===== src/rtl/way_age_tracker.sv =====
// Per-set, per-way age table for replacement selection. Accessed ways reset to
// age 0, other valid ways age with saturation; a sweep FSM clears the table.
module way_age_tracker #(
  parameter int NUM_WAY                  = 16,
  parameter int NUM_SET                  = 16,
  parameter int SET_PTR_WIDTH_IN_BITS    = $clog2(NUM_SET),
  parameter int WAY_PTR_WIDTH_IN_BITS    = (NUM_WAY > 1) ? $clog2(NUM_WAY) : 1,
  parameter int SINGLE_WAY_WIDTH_IN_BITS = 4
) (
  input  logic                                         clk_in,
  input  logic                                         reset_in,
  input  logic                                         update_valid_in,
  input  logic [1:0]                                   update_type_in,
  input  logic [SET_PTR_WIDTH_IN_BITS-1:0]             update_set_in,
  input  logic [WAY_PTR_WIDTH_IN_BITS-1:0]             update_way_in,
  input  logic                                         query_valid_in,
  input  logic [SET_PTR_WIDTH_IN_BITS-1:0]             query_set_in,
  output logic                                         query_ready_out,
  output logic                                         query_valid_out,
  output logic [SINGLE_WAY_WIDTH_IN_BITS*NUM_WAY-1:0]  way_age_flatted_out,
  output logic [NUM_WAY-1:0]                           way_valid_out,
  input  logic                                         flush_in,
  output logic                                         busy_out
);

  localparam int W = SINGLE_WAY_WIDTH_IN_BITS;
  localparam logic [SET_PTR_WIDTH_IN_BITS-1:0] LAST_SET = SET_PTR_WIDTH_IN_BITS'(NUM_SET - 1);

  typedef enum logic {IDLE, SWEEP} state_t;

  state_t                                 state_q;
  logic [SET_PTR_WIDTH_IN_BITS-1:0]       sweep_cnt_q;
  logic [NUM_WAY-1:0][W-1:0]              age_q   [NUM_SET];
  logic [NUM_WAY-1:0]                     valid_q [NUM_SET];

  logic [NUM_WAY-1:0][W-1:0]              cur_age;
  logic [NUM_WAY-1:0]                     cur_valid;
  logic [NUM_WAY-1:0][W-1:0]              upd_age;
  logic [NUM_WAY-1:0]                     upd_valid;
  logic                                   query_accept;

  assign query_ready_out = ~busy_out;
  assign query_accept    = query_valid_in & query_ready_out;

  // Next contents of the addressed set; a hit to an invalid way is a fill.
  always_comb begin
    cur_age   = age_q[update_set_in];
    cur_valid = valid_q[update_set_in];
    upd_age   = cur_age;
    upd_valid = cur_valid;
    case (update_type_in)
      2'b00, 2'b01: begin
        for (int unsigned w = 0; w < NUM_WAY; w++) begin
          if (WAY_PTR_WIDTH_IN_BITS'(w) == update_way_in) begin
            upd_age[w]   = '0;
            upd_valid[w] = 1'b1;
          end else if (cur_valid[w] && (cur_age[w] != '1)) begin
            upd_age[w] = cur_age[w] + 1'b1;
          end
        end
      end
      2'b10: begin
        for (int unsigned w = 0; w < NUM_WAY; w++) begin
          if (WAY_PTR_WIDTH_IN_BITS'(w) == update_way_in) begin
            upd_age[w]   = '0;
            upd_valid[w] = 1'b0;
          end
        end
      end
      default: ;
    endcase
  end

  always_ff @(posedge clk_in or negedge reset_in) begin
    if (!reset_in) begin
      state_q             <= IDLE;
      sweep_cnt_q         <= '0;
      busy_out            <= 1'b0;
      query_valid_out     <= 1'b0;
      way_age_flatted_out <= '0;
      way_valid_out       <= '0;
      for (int unsigned s = 0; s < NUM_SET; s++) begin
        age_q[s]   <= '0;
        valid_q[s] <= '0;
      end
    end else begin
      // Query reads pre-update state so a same-edge update is not visible.
      query_valid_out <= query_accept;
      if (query_accept) begin
        way_age_flatted_out <= age_q[query_set_in];
        way_valid_out       <= valid_q[query_set_in];
      end

      case (state_q)
        IDLE: begin
          if (flush_in) begin
            state_q     <= SWEEP;
            sweep_cnt_q <= '0;
            busy_out    <= 1'b1;
          end else if (update_valid_in) begin
            age_q[update_set_in]   <= upd_age;
            valid_q[update_set_in] <= upd_valid;
          end
        end
        SWEEP: begin
          age_q[sweep_cnt_q]   <= '0;
          valid_q[sweep_cnt_q] <= '0;
          if (sweep_cnt_q == LAST_SET) begin
            state_q  <= IDLE;
            busy_out <= 1'b0;
          end else begin
            sweep_cnt_q <= sweep_cnt_q + 1'b1;
          end
        end
        default: state_q <= IDLE;
      endcase
    end
  end

endmodule


===== config.mk =====
export PLATFORM = sky130hd
export DESIGN_NAME = way_age_tracker
export DESIGN_NICKNAME = d
export VERILOG_FILES = /design/src/rtl/way_age_tracker.sv
export SDC_FILE = /design/constraint.sdc
export NUM_CORES = 2
export LEC_CHECK = 0
export CAP_MARGIN = 20
export CELL_PAD_IN_SITES_DETAIL_PLACEMENT = 2
export CELL_PAD_IN_SITES_GLOBAL_PLACEMENT = 2
export CORE_MARGIN = 10
export CORE_UTILIZATION = 37
export DETAILED_ROUTE_END_ITERATION = 10
export GPL_ROUTABILITY_DRIVEN = 0
export PLACE_DENSITY_LB_ADDON = 0.1
export SLEW_MARGIN = 15
export SYNTH_ARGS = -nofsm -noshare
export SYNTH_HDL_FRONTEND = slang
export SYNTH_SLANG_ARGS = --single-unit

===== constraint.sdc =====
create_clock -name clk_in -period 6.84 [get_ports clk_in]
set_clock_uncertainty 0.05 [all_clocks]
set_input_delay 0.684 -clock clk_in [delete_from_list [all_inputs] [get_ports clk_in]]
set_output_delay 0.684 -clock clk_in [all_outputs]
set_load 0.03 [all_outputs]

==> run metrics <==
CTS Buf Count 163; Cell variety after synth 87; Core Area between 150000 and 200000 sq um; cell taking the most area after synthesis dfrtp_1; critical path class input pin to flop; top cells by count, synth 1367 x dfrtp_1, 755 x mux4_2, 662 x a22o_1, 569 x nand2_1, 457 x o21ai_0; syn avg cell area around 14 sq um; worst vdd ir about 0.00024 V; CP max FO 15; DRT antenna net count 0; row cnt 160; IO buf count 101; most common cell in the netlist dfrtp_1; routed vias/inst 6.82; Hold Crit Class input pin to asynchronous set/reset pin; Final period util roughly 63%; postcts setup bufs 0; clock root buffer clkbuf_16; CTS tree done; chip width 458 um; Crit path top cell by count o21ai_0; Met3 Wirelength 16600 um; number of top-level pins 102; via count 52800; Die H 458 um; Avg WL per Cell between 40 and 50 um; Mapped Nets about 5300; wire length on met2 about 150000 um; Fin Hold WS 0.423 ns; H-tree depth 4; slew of the pin with the lowest slew margin 1.22 ns; Initial DRC Count roughly 4800; post-layout util 42.1%; overall routing resource usage between 20 and 30%; final net count around 5100; crit path cell chain clkdlybuf4s50_1, nor2b_1, nand2_1, o21ai_0, nand4_1, o21a_1, nor2_1, o21ai_0; GR Overflow Total 0; RSZ-0062 raised after global routing no; YS warnings 0; Synth top area share 48.3%; register bit total from synthesis 1367; CP Capture Type flop; Placed Cells 7437; final cell count without fillers between 7000 and 8000; clk slew on worst S/H paths 0.06 ns; MaxCap Viol Count 0; Multi-input gate area 34400 sq um; Fin. Hold Viols 0; CP arrival 4.91 ns; worst-case reg-to-reg path depth 6; met1 WL 131000 um; Slew headroom 18.7%; number of global-route vias before repair 57900; Area Growth Syn to Fin 13.1%; Hold-fix buffers, CTS 1; Residual DRC 0; clk sinks 1367; Post-synth ARST share 100%; outcome finished clean; Worst setup SP type input pin; filler instances 18400; Initial Utilization 37.2%; Syn Std Cell Area 70900 sq um; Cells after Synth 5247; PwrDens around 250 nW/um^2; first-pass GRT wire length 450000 um; Slew Viols, Final 0; slowest CP cell nor2b_1; Worst path max stage delay 0.95 ns; clk buf depth 3; Synth area leaders dfrtp_1 48%, mux4_2 24%, a22o_1 8.2%; Leak Pwr approximately 0.033 uW; dpl hpwl 169000 um; post-CTS sizing 0; initial antenna violation count 13; Final Setup Violations 0; largest net degree at the start of global routing 138; Worst-Skew Late Latency 0.83 ns; final WL 312000 um; post-layout min period 4.32 ns; die area 209000 sq um; share of layout cells above drive strength 1 26.5%; Top Layer Used met5; number of synthesized flops with an enable pin 0; post-route setup TNS 0 ns; register area 34200 sq um; maximum clock frequency 232 MHz; WP data required 7.43 ns; main flop type after synthesis dfrtp_1; Initial DRT Pass Iterations 6; sequential area share after synthesis about half
[cell usage in the layout, fill, tap and decap left out, types with 48 or more instances in the layout]
cell,n
dfrtp_1,1367
clkbuf_16,168
o2bb2ai_1,160
clkdlybuf4s50_1,90
buf_4,117
mux2_2,90
o21ai_1,55
mux4_2,755
a22o_1,662
nor2_1,48
o21ai_0,457
nand2_1,553
[kinds of logic (layout without fill, tap and decap cells)]
kind of cell / count (synthesis) / after routing / share of synthesized area, %
AOI/OAI and AO/OA: 1589 / 1589 / 16.8
DFF: 1367 / 1367 / 48.3
muxes: 876 / 876 / 25.9
and+or+nand+nor: 785 / 785 / 4.76
buffers and inverters: 606 / 591 / 3.83
adders and majority gates: 20 / 20 / 0.353
xor gates and xnor gates: 4 / 4 / 0.0495
other: 0 / 2 / 0
[through the flow]
stage / setup slack [ns] / total power [uW] / area (sq um)
final: 2.52 / 20400 / 80200
after global routing: 2.27 / 20900 / 80200
after CTS: 2.40 / 20500 / 80100
after detailed placement: 1.57 / 11400 / 74500
after global placement: 1.63 / 11300 / 74500
after floorplan: 2.73 / 9570 / 70900
[report_power, final]
part / switching, uW / leakage, uW / total, uW / internal (uW)
registers: 69.5 / 0.0191 / 8210 / 8140
logic: 2490 / 0.0117 / 3060 / 571
clock network: 3760 / 0.00272 / 9120 / 5350
total: 6320 / 0.0335 / 20400 / 14100
[final timing paths]
check | start | to | slack, ns
max | update_way_in[3] | age_q[231] | 2.52
min reg2reg | valid_q[219] | valid_q[219] | 0.45
max reg2reg | state_q | valid_q[248] | 2.76
min | reset_in | age_q[672] | 0.42
min in group clk_in | valid_q[219] | valid_q[219] | 0.45
max in group asynchronous | reset_in | valid_q[130] | 4.63
[cell type report]
type	count	share of cell area (%)
inverter	32	0.150
antenna	2	0.00624
sequential	1367	42.7
tap	2511	3.92
clock inverter	43	0.692
multi-input combinational	3274	42.9
timing repair buffer	262	3.45
clock buffer	254	6.18
[flip-flops by register name, summed over array words and instances (netlist names)]
register and cells:
state_q 1, valid_q 256, age_q 1024, busy_out 1, way_valid_out 16, query_valid_out 1
way_age_flatted_out 64, sweep_cnt_q 4
[worst max-delay path: cells and delay by family]
kind | cells | cell delay (ns)
buffers and inverters | 1 | 0.66
AOI/OAI and AO/OA | 3 | 1.09
and+or+nand+nor | 4 | 2.45
[per-layer routing]
layer,track usage [%],vias to the layer above
li1,-,20300
met1,39.3,29800
met2,48.6,2013
met3,4.23,649
met4,11.3,2
met5,0,-
No activity file was read; power rests on OpenSTA's default activity.
